## src/rtl/trap_ctrl_pkg.sv

```systemverilog
// Shared constants for the machine-mode trap sequencer: CSR addresses, mstatus
// bit positions, cause codes, FSM encoding and the mstatus update rules.
package trap_ctrl_pkg;

    localparam logic [11:0] CSR_MSTATUS = 12'h300;
    localparam logic [11:0] CSR_MIE     = 12'h304;
    localparam logic [11:0] CSR_MTVEC   = 12'h305;
    localparam logic [11:0] CSR_MEPC    = 12'h341;
    localparam logic [11:0] CSR_MCAUSE  = 12'h342;

    localparam int MSTATUS_MIE    = 3;
    localparam int MSTATUS_MPIE   = 7;
    localparam int MSTATUS_MPP_HI = 12;
    localparam int MSTATUS_MPP_LO = 11;

    localparam int MIE_MTIE = 7;
    localparam int MIE_MEIE = 11;

    localparam logic [3:0]  EXC_ILLEGAL = 4'd2;
    localparam logic [3:0]  EXC_BREAK   = 4'd3;
    localparam logic [3:0]  EXC_ECALL_M = 4'd11;
    localparam logic [31:0] CAUSE_EXT   = 32'h8000_000B;
    localparam logic [31:0] CAUSE_TIMER = 32'h8000_0007;

    typedef enum logic [2:0] {
        ST_IDLE      = 3'd0,
        ST_W_MEPC    = 3'd1,
        ST_W_MCAUSE  = 3'd2,
        ST_W_MSTATUS = 3'd3,
        ST_R_MSTATUS = 3'd4,
        ST_JUMP      = 3'd5
    } state_t;

    // Trap entry: stash MIE in MPIE, mask interrupts, record M as previous mode.
    function automatic logic [31:0] trap_mstatus(input logic [31:0] ms);
        logic [31:0] r;
        r = ms;
        r[MSTATUS_MPIE] = ms[MSTATUS_MIE];
        r[MSTATUS_MIE] = 1'b0;
        r[MSTATUS_MPP_HI:MSTATUS_MPP_LO] = 2'b11;
        return r;
    endfunction

    function automatic logic [31:0] mret_mstatus(input logic [31:0] ms);
        logic [31:0] r;
        r = ms;
        r[MSTATUS_MIE] = ms[MSTATUS_MPIE];
        r[MSTATUS_MPIE] = 1'b1;
        r[MSTATUS_MPP_HI:MSTATUS_MPP_LO] = 2'b11;
        return r;
    endfunction

endpackage

```

## src/rtl/trap_ctrl.sv

```systemverilog
// Machine-mode trap/mret sequencer: writes mepc/mcause/mstatus through the shared
// CSR write port, then flushes and redirects fetch; otherwise passes execute's writes.
module trap_ctrl
    import trap_ctrl_pkg::*;
#(
    parameter int DATA_W          = 32,
    parameter int CSR_AW          = 12,
    parameter int RESET_PC_UNUSED = 0
) (
    input  logic              clk,
    input  logic              rst,
    input  logic [DATA_W-1:0] ex_pc,
    input  logic              exc_valid,
    input  logic [3:0]        exc_cause,
    input  logic              mret_valid,
    input  logic              irq_ext,
    input  logic              irq_timer,
    input  logic [DATA_W-1:0] csr_mstatus,
    input  logic [DATA_W-1:0] csr_mie,
    input  logic [DATA_W-1:0] csr_mtvec,
    input  logic [DATA_W-1:0] csr_mepc,
    input  logic              ex_csr_we,
    input  logic [CSR_AW-1:0] ex_csr_waddr,
    input  logic [DATA_W-1:0] ex_csr_wdata,
    output logic              csr_we,
    output logic [CSR_AW-1:0] csr_waddr,
    output logic [DATA_W-1:0] csr_wdata,
    output logic              stall,
    output logic              flush,
    output logic [DATA_W-1:0] redirect_pc
);

    generate
        if (RESET_PC_UNUSED != 0 || DATA_W != 32 || CSR_AW != 12) begin : g_bad_param
            $error("trap_ctrl supports only DATA_W=32, CSR_AW=12, RESET_PC_UNUSED=0");
        end
    endgenerate

    state_t              state_reg, state_next;
    logic [DATA_W-1:2]   epc_reg, epc_next;
    logic [DATA_W-1:0]   cause_reg, cause_next;
    logic [DATA_W-1:0]   mstatus_reg, mstatus_next;
    logic                mret_reg, mret_next;

    logic                take_ext, take_timer, take_trap;
    logic [DATA_W-1:0]   trap_cause;
    logic [DATA_W-1:0]   vec_base;
    logic                we_c, stall_c, flush_c;
    logic [CSR_AW-1:0]   waddr_c;
    logic [DATA_W-1:0]   wdata_c, rpc_c;

    assign take_ext   = irq_ext & csr_mstatus[MSTATUS_MIE] & csr_mie[MIE_MEIE];
    assign take_timer = irq_timer & csr_mstatus[MSTATUS_MIE] & csr_mie[MIE_MTIE];
    assign take_trap  = exc_valid | take_ext | take_timer;

    always_comb begin
        trap_cause = CAUSE_TIMER;
        if (exc_valid)
            trap_cause = {{(DATA_W-4){1'b0}}, exc_cause};
        else if (take_ext)
            trap_cause = CAUSE_EXT;
    end

    assign vec_base = {csr_mtvec[DATA_W-1:2], 2'b00};

    always_comb begin
        state_next   = state_reg;
        epc_next     = epc_reg;
        cause_next   = cause_reg;
        mstatus_next = mstatus_reg;
        mret_next    = mret_reg;
        we_c         = 1'b0;
        waddr_c      = '0;
        wdata_c      = '0;
        stall_c      = 1'b0;
        flush_c      = 1'b0;
        rpc_c        = '0;
        case (state_reg)
            ST_IDLE: begin
                if (take_trap) begin
                    stall_c      = 1'b1;
                    epc_next     = ex_pc[DATA_W-1:2];
                    cause_next   = trap_cause;
                    mstatus_next = csr_mstatus;
                    mret_next    = 1'b0;
                    state_next   = ST_W_MEPC;
                end else if (mret_valid) begin
                    stall_c      = 1'b1;
                    mstatus_next = csr_mstatus;
                    mret_next    = 1'b1;
                    state_next   = ST_R_MSTATUS;
                end else if (ex_csr_we) begin
                    we_c    = 1'b1;
                    waddr_c = ex_csr_waddr;
                    wdata_c = ex_csr_wdata;
                end
            end
            ST_W_MEPC: begin
                stall_c    = 1'b1;
                we_c       = 1'b1;
                waddr_c    = CSR_MEPC;
                wdata_c    = {epc_reg, 2'b00};
                state_next = ST_W_MCAUSE;
            end
            ST_W_MCAUSE: begin
                stall_c    = 1'b1;
                we_c       = 1'b1;
                waddr_c    = CSR_MCAUSE;
                wdata_c    = cause_reg;
                state_next = ST_W_MSTATUS;
            end
            ST_W_MSTATUS: begin
                stall_c    = 1'b1;
                we_c       = 1'b1;
                waddr_c    = CSR_MSTATUS;
                wdata_c    = trap_mstatus(mstatus_reg);
                state_next = ST_JUMP;
            end
            ST_R_MSTATUS: begin
                stall_c    = 1'b1;
                we_c       = 1'b1;
                waddr_c    = CSR_MSTATUS;
                wdata_c    = mret_mstatus(mstatus_reg);
                state_next = ST_JUMP;
            end
            ST_JUMP: begin
                stall_c    = 1'b1;
                flush_c    = 1'b1;
                state_next = ST_IDLE;
                // mepc is read live here so an mret sees whatever the CSR file now holds
                if (mret_reg)
                    rpc_c = csr_mepc;
                else if (csr_mtvec[1:0] == 2'b01 && cause_reg[DATA_W-1])
                    rpc_c = vec_base + {{(DATA_W-6){1'b0}}, cause_reg[3:0], 2'b00};
                else
                    rpc_c = vec_base;
            end
            default: state_next = ST_IDLE;
        endcase
    end

    always_ff @(posedge clk or posedge rst) begin
        if (rst) begin
            state_reg   <= ST_IDLE;
            epc_reg     <= '0;
            cause_reg   <= '0;
            mstatus_reg <= '0;
            mret_reg    <= 1'b0;
        end else begin
            state_reg   <= state_next;
            epc_reg     <= epc_next;
            cause_reg   <= cause_next;
            mstatus_reg <= mstatus_next;
            mret_reg    <= mret_next;
        end
    end

    // Reset forces the port quiet even while execute is still presenting a write.
    assign csr_we      = we_c & ~rst;
    assign csr_waddr   = rst ? '0 : waddr_c;
    assign csr_wdata   = rst ? '0 : wdata_c;
    assign stall       = stall_c & ~rst;
    assign flush       = flush_c & ~rst;
    assign redirect_pc = rst ? '0 : rpc_c;

    logic unused_bits;
    assign unused_bits = ^{ex_pc[1:0], csr_mie, cause_reg[DATA_W-2:4]};

endmodule

```

## config.mk

```make
export PLATFORM = sky130hd
export DESIGN_NAME = trap_ctrl
export DESIGN_NICKNAME = d
export VERILOG_FILES = /design/src/rtl/trap_ctrl_pkg.sv /design/src/rtl/trap_ctrl.sv
export SDC_FILE = /design/constraint.sdc
export NUM_CORES = 1
export LEC_CHECK = 0
export ABC_AREA = 1
export ABC_CLOCK_PERIOD_IN_PS = 4600
export CELL_PAD_IN_SITES_DETAIL_PLACEMENT = 0
export CELL_PAD_IN_SITES_GLOBAL_PLACEMENT = 1
export CORE_ASPECT_RATIO = 1.1
export CORE_UTILIZATION = 26
export DETAILED_ROUTE_END_ITERATION = 10
export HOLD_SLACK_MARGIN = 0.02
export PLACE_DENSITY = 0.78
export REMOVE_ABC_BUFFERS = 1
export SYNTH_ARGS = -nofsm -noshare
export SYNTH_HDL_FRONTEND = slang
export SYNTH_SLANG_ARGS = --single-unit
```

## constraint.sdc

```tcl
create_clock -name clk -period 4.6 [get_ports clk]
set_input_delay 0.69 -clock clk [delete_from_list [all_inputs] [get_ports clk]]
set_output_delay 0.69 -clock clk [all_outputs]
set_load 0.05 [all_outputs]
```

==> summary.md, run 1 <==
| Metric | Value |
|---|---|
| Status | completed |
| Crit-path cells | clkdlybuf4s50_1 -> ha_1 -> inv_1 -> fa_1 -> nor2_1 -> nor2_1 -> inv_1 -> nand3_1 -> nor2_1 -> nand3_1 -> nand2_1 -> nand3_1 -> nand2_1 -> inv_1 -> buf_4 |
| Yosys cell types | 49 |
| Register Area | 0.001727 mm2 |
| CP max FO | 8 |
| Finished Layout Cells | 1,223 |
| Min-delay src | epc_reg[31] |
| Mean post-synth cell area | 7.140 um2 |
| F_max | 254.2 MHz |
| Mapped Area | 0.005184 mm2 |
| Clock buffer depth | 2 |
| Die width | 136.6 um |
| Clock slew seen by the registers of the worst setup and hold paths | 0.05 ns |
| Critical Path Sink Type | primary output |
| Top cell type's share of synthesized area | 0.3331 |
| Total clock buffers created by CTS | 9 |
| Critical Path Start Type | input pin |
| Die ar. | 0.02051 mm2 |
| Mapped Cells | 726 |
| Hpwl dp | 14,620 um |
| Worst R2R End | cause_reg[1] |
| Largest net degree at the start of global routing | 59 |
| CP max stage cell | clkdlybuf4s50_1 |
| Core Region | 0.01930 mm2 |
| Flop2flop setup slack | 2.30 ns |
| CTS Sinks | 69 |
| Async SR Flop Fraction | 1.000 |
| Slew @ Worst Pin | 1.036 ns |
| Sequential fraction of the synthesis area | 0.3331 |
| Max_cap viols | 0 |
| Pre-Repair DR Iteration Count | 4 |
| Setup Viol. Count Final | 0 |
| Tot Pwr | 4221 uW |
| Worst vdd ir | 0.3078 mV |
| Commonest cells post-synth | nand2_1 (213), nor2_1 (82), inv_1 (70) |
| Most frequent cell after synthesis | nand2_1 |
| # IOs | 294 |
| Leakage | 0.003729 uW |
| Initial antenna violation count | 2 |
| N_diodes | 0 |
| Yosys warning count | 0 |
| Register bit total from synthesis | 69 |
| Post_cts resized | 0 |
| TNS Setup | 0 ns |
| All-Layer GR Usage | 0.1847 |
| Number of enable flip-flop cells after synthesis | 0 |
| Remaining global-route overflow | 0 |
| Multi-input gate area | 0.002968 mm2 |
| Slew Viols, Final | 0 |
| Starting Density | 0.2686 |
| Final hold violation count | 0 |
| IO buf count | 259 |
| Worst skew pair latency | 0.33 ns |
| R2r worst-path depth | 7 |
| Die Y | 150.1 um |
| Worst Hold Depth | 2 |
| Final wirelength | 18,810 um |
| Nets | 1,192 |
| Hold slack | 0.4830 ns |
| Slew HR | 0.3085 |
| CP required | 3.91 ns |
| CTS tree | yes |
| Total vias in the final route | 5,542 |
| Critical path class | input pin to primary output |
| Period minus WS final | 3.935 ns |
| Power Dens Cells | 520.6 mW/mm2 |
| Final Util | 0.4202 |
| Final worst-path cycle share | 0.8553 |
| Clock tree root buffer cell | clkbuf_16 |
| Arrival @ worst endpoint | 3.24 ns |
| Hold EP | epc_reg[31] |
| CTS hold repair buffers | 0 |
| Vias in the first global route | 5,396 |
| Syn-to-layout area delta | 56.41% |
| Rows | 53 |
| Layout fillers | 2,017 |
| Area leader, netlist | dfrtp_1 |
| Clk_skew | 0.004066 ns |
| Synth area leaders | dfrtp_1 (33%), nand2_1 (15%), nor2_1 (5.9%) |
| Initial DRC count | 170 |
| Top FF cell, synth | dfrtp_1 |
| First-pass GRT wire length | 28,620 um |
| RSZ-0062 raised after global routing | false |
| Worst flop-to-flop path startpoint | state_reg[1] |
| Post-Place Cells | 1,208 |
| Global placement routability congestion | 0.8428 |
| Vias per Instance | 4.531 |
| Max stage delay on crit path | 0.48 ns |
| Hold Crit Class | flop to flop |
| Routed WL per cell | 15.38 um |
| Htree depth | 3 |
| DRC Markers | 0 |
| ANT nets after route | 0 |
| Ratio of cells with drive above 1 in the final layout | 0.1691 |
| Postcts setup bufs | 0 |
-- power breakdown --
group	leakage (uW)	switching (uW)	total [uW]	internal, uW
clock network	0.000129	246	621	375
logic	0.00276	1530	2460	934
registers	0.000836	224	1140	914
total	0.00373	2000	4220	2220
-- placed cells by master, fill, tap and decap left out, drive strengths merged --
| master | Yosys | routed |
|---|---|---|
| buf | 24 | 65 |
| a22oi | 26 | 26 |
| nor3 | 13 | 13 |
| mux2 | 27 | 27 |
| nor2 | 89 | 89 |
| and3 | 1 | 1 |
| clkinv | 2 | 6 |
| and2 | 1 | 1 |
| fa | 1 | 1 |
| ha | 4 | 4 |
| o211ai | 4 | 4 |
| dfrtp | 69 | 69 |
| o21bai | 1 | 1 |
| xnor2 | 1 | 1 |
| nand4 | 7 | 7 |
| nand3b | 2 | 2 |
| clkdlybuf4s50 | 0 | 204 |
| clkbuf | 10 | 13 |
| nor3b | 2 | 2 |
| o21ai | 41 | 41 |
| nand2 | 226 | 226 |
| inv | 74 | 72 |
| xor2 | 2 | 2 |
| o22ai | 1 | 1 |
| a31oi | 1 | 1 |
| or2 | 6 | 6 |
| a21oi | 53 | 53 |
| and3b | 1 | 1 |
| a221oi | 4 | 4 |
| nand3 | 33 | 33 |
-- metal layers --
metal / vias up / share of wire / GRT usage
li1: 2844 / - / -
met1: 2454 / 0.42 / 0.2191
met2: 225 / 0.48 / 0.3231
met3: 17 / 0.094 / 0.05556
met4: 2 / 0.012 / 0.04444
met5: - / 0.00069 / 0
-- critical path: cells and delay by family --
family / cells / cell delay [ns]
and+or+nand+nor: 8 / 1.15
buffers and inverters: 5 / 0.83
adders and majority gates: 2 / 0.58
-- cell type report --
type | instances | area share
inverters | 76 | 0.03565
flip-flops and latches | 69 | 0.2130
multi-input cells | 547 | 0.3660
clock buffers | 13 | 0.03086
clock inverters | 2 | 0.001235
repair buffers | 269 | 0.3151
well taps | 247 | 0.03812
-- through the flow --
stage	area, um2	worst slack (ns)
floorplan	4975	-0.6899
global placement	7848	0.6567
detailed placement	7848	0.6312
CTS	8108	0.6299
global route	8108	0.5203
finish	8108	0.6655
-- worst max path at each step --
stage                     slack [ns]         endpoint          from  cells after the start
after floorplan                -0.69  redirect_pc[19]           rst                      5
after global placement          0.66  redirect_pc[28]  csr_mtvec[2]                     15
after detailed placement        0.63  redirect_pc[28]  csr_mtvec[2]                     15
after CTS                       0.63  redirect_pc[28]  csr_mtvec[2]                     15
after global routing            0.52  redirect_pc[28]  csr_mtvec[2]                     15
final                           0.67  redirect_pc[28]  csr_mtvec[2]                     15
-- cell families after synthesis --
kind of cell             after synthesis  share of synthesized area
adder cells (fa/ha/maj)                5                    0.01352
XOR/XNOR                               3                   0.005070
AND/OR/NAND/NOR                      381                     0.3184
flip-flops                            69                     0.3331
multiplexers                          27                    0.05865
AO/OA/AOI/OAI                        131                     0.1755
buffers and inverters                110                    0.09582
No activity file was read; power rests on OpenSTA's default activity.
==> run 2, diff against run 1 <==
--- a/config.mk
+++ b/config.mk
@@ -6,14 +6,16 @@
 export NUM_CORES = 1
 export LEC_CHECK = 0
 export ABC_AREA = 1
-export ABC_CLOCK_PERIOD_IN_PS = 4600
+export ABC_CLOCK_PERIOD_IN_PS = 3600
 export CELL_PAD_IN_SITES_DETAIL_PLACEMENT = 0
 export CELL_PAD_IN_SITES_GLOBAL_PLACEMENT = 1
 export CORE_ASPECT_RATIO = 1.1
-export CORE_UTILIZATION = 26
+export CORE_UTILIZATION = 39
+export CTS_CLUSTER_DIAMETER = 50
 export DETAILED_ROUTE_END_ITERATION = 10
+export DONT_BUFFER_PORTS = 1
 export HOLD_SLACK_MARGIN = 0.02
-export PLACE_DENSITY = 0.78
+export PLACE_DENSITY = 0.74
 export REMOVE_ABC_BUFFERS = 1
 export SYNTH_ARGS = -nofsm -noshare
 export SYNTH_HDL_FRONTEND = slang
==> constraint.sdc (replaced) <==
create_clock -name clk -period 3.6 [get_ports clk]
set_input_delay 0.54 -clock clk [delete_from_list [all_inputs] [get_ports clk]]
set_output_delay 0.54 -clock clk [all_outputs]
set_load 0.05 [all_outputs]
==> summary.md, run 2 (synthesized netlist as in run 1, its figures left out) <==
| Metric | Value |
|---|---|
| Final worst-path cycle share | 0.9139 |
| Leakage | 0.002942 uW (-21%) |
| Critical path class | flop to primary output |
| Syn-to-layout area delta | 16.32% |
| CTS tree | yes |
| Metal-1 WL | 5838 um (-26%) |
| # IOs | 294 (unchanged) |
| Clock tree root buffer cell | clkbuf_16 |
| Met2 wire length | 7794 um (-13%) |
| Slew @ Worst Pin | 1.114 ns (+0.07803 ns) |
| All-Layer GR Usage | 0.2205 (+0.03581) |
| Largest net degree at the start of global routing | 44 (-25%) |
| Worst path bufs/invs | 3 (-2) |
| CP max FO | 8 (unchanged) |
| Family with the most delay on the worst path | simple AND/OR/NAND/NOR gates |
| Hold Crit Class | input pin to asynchronous set/reset pin |
| Period minus WS final | 3.290 ns |
| Global placement routability congestion | 0.8485 (+0.68%) |
| Critical Path Sink Type | primary output |
| Pre-CTS WS | 0.4285 ns (-0.2027 ns) |
| Final wirelength | 15,100 um (-20%) |
| Total clock buffers created by CTS | 9 (unchanged) |
| Worst skew pair latency | 0.33 ns (about the same) |
| Slew Viols, Final | 0 (unchanged) |
| Arrival @ worst endpoint | 2.75 ns (-0.49 ns) |
| Clk_skew | 0.003549 ns (-0.0005171 ns) |
| F_max | 303.9 MHz |
| Post-Place Cells | 907 (-25%) |
| Hpwl dp | 11,640 um (-20%) |
| Die width | 111.9 um (-18%) |
| Multi-input gate area | 0.002980 mm2 (+0.42%) |
| First-pass GRT wire length | 23,750 um (-17%) |
| Initial DRC count | 226 (+33%) |
| Most frequent cells in the layout | nand2_1 (213), nor2_1 (80), inv_1 (69), dfrtp_1 (69), buf_4 (52) |
| Routed length on met3 | 1198 um (-32%) |
| Critical Path Start Type | flop |
| R2r worst-path depth | 7 (unchanged) |
| Rows | 43 (-19%) |
| Status | finished, violations left |
| DRC Markers | 15 (+15) |
| ANT nets after route | 0 (unchanged) |
| Max stage delay on crit path | 0.40 ns (-0.08 ns) |
| Top Metal Used | met4 |
| Htree depth | 3 (unchanged) |
| Core Region | 0.01280 mm2 (-34%) |
| Max_cap viols | 0 (unchanged) |
| Ratio of cells with drive above 1 in the final layout | 0.2128 (+0.04374) |
| Nets | 981 (-18%) |
| Finished Layout Cells | 923 (-25%) |
| IO buf count | 0 (-100%) |
| Routed WL per cell | 16.36 um (+6.3%) |
| Postcts setup bufs | 0 (unchanged) |
| Violated checks | DRC |
| Remaining global-route overflow | 0 (unchanged) |
| Starting Density | 0.4048 (+0.1362) |
| Clock slew seen by the registers of the worst setup and hold paths | 0.05 ns (about the same) |
| CP max stage cell | fa_1 |
| Total vias in the final route | 4,896 (-12%) |
| Layout fillers | 1,303 (-35%) |
| Most common cell after layout, fill and taps aside | nand2_1 |
| Initial antenna violation count | 0 (-2) |
| Worst vdd ir | 0.5308 mV (+72%) |
| CP required | 3.06 ns (-0.85 ns) |
| Flop2flop setup slack | 1.33 ns (-0.97 ns) |
| CP dominant cell by count | inv_1 |
| N_diodes | 0 (unchanged) |
| Worst setup margin | 0.3099 ns (-0.3555 ns) |
| Vias in the first global route | 4,721 (-13%) |
| Final Util | 0.4709 (+0.05073) |
| Power Dens Cells | 862.4 mW/mm2 (+66%) |
| Crit-path cells | ha_1 -> inv_1 -> fa_1 -> nor2_1 -> nor2_1 -> inv_1 -> nand3_1 -> nor2_2 -> nand4_1 -> nand3_1 -> nand2_1 -> inv_1 |
| Clock buffer depth | 2 (unchanged) |
| CTS Sinks | 69 (unchanged) |
| Hold slack | 0.2656 ns (-0.2174 ns) |
| Worst flop-to-flop path startpoint | state_reg[0] |
| Vias per Instance | 5.304 (+17%) |
| Pre-Repair DR Iteration Count | 10 (+6) |
| RSZ-0062 raised after global routing | false |
| Final hold violation count | 0 (unchanged) |
| Worst R2R End | cause_reg[1] |
| Die ar. | 0.01376 mm2 (-33%) |
| Register Area | 0.001727 mm2 (unchanged) |
| Setup Viol. Count Final | 0 (unchanged) |
| Die Y | 122.9 um (-18%) |
| Slew HR | 0.2564 (-0.05207) |
[run 2: changes by cell type in the layout (fill, tap and decap cells not counted), sizes merged]
cell	previous run	this run
bufinv	0	2
inv	72	74
clkdlybuf4s50	204	0
buf	65	58
clkinvlp	0	1
clkinv	6	2
[run 2: repair_timing]
action	in CTS	in global routing
endpoints found under the setup margin	0	2
resized for setup	0	1
hold buffers	0	0
[run 2: worst max path at each step]
stage,startpoint,slack (ns),cells past startpoint,end
after floorplan,rst,-1.39,5,redirect_pc[19]
after global placement,csr_mtvec[2],0.47,12,redirect_pc[28]
after detailed placement,csr_mtvec[2],0.43,12,redirect_pc[28]
after CTS,cause_reg[0],0.19,12,redirect_pc[28]
after global routing,cause_reg[0],0.05,12,redirect_pc[28]
final,cause_reg[0],0.31,12,redirect_pc[28]
[run 2: final cells by class]
cell class                      instances  share of cell area
Multi-Input combinational cell        547              0.4943
Sequential cell                        69              0.2864
Timing Repair Buffer                   58             0.08466
Inverter                               76             0.04773
Clock buffer                           13             0.04316
Tap cell                              157             0.03258
Clock inverter                          3             0.01121
[run 2: power breakdown]
| group | leakage, uW | internal (uW) | switching (uW) |
|---|---|---|---|
| Clock | 0.000156 | 644 | 318 |
| Combinational | 0.00195 | 925 | 1870 |
| Sequential | 0.000836 | 1170 | 279 |
[run 2: layer usage]
layer / GRT usage / vias up
li1: - / 2427
met1: 0.2445 / 2252
met2: 0.4119 / 198
met3: 0.05049 / 19
met4: 0.08277 / 0
met5: 0 / -
[run 2: per-stage QoR]
step                power (uW)  setup TNS, ns  instance area [um2]
finish                    5200              0                 6030
global route              5549              0                 6030
CTS                       5254              0                 6027
detailed placement        4279              0                 5699
global placement          4218              0                 5699
floorplan                 3518         -39.20                 4975
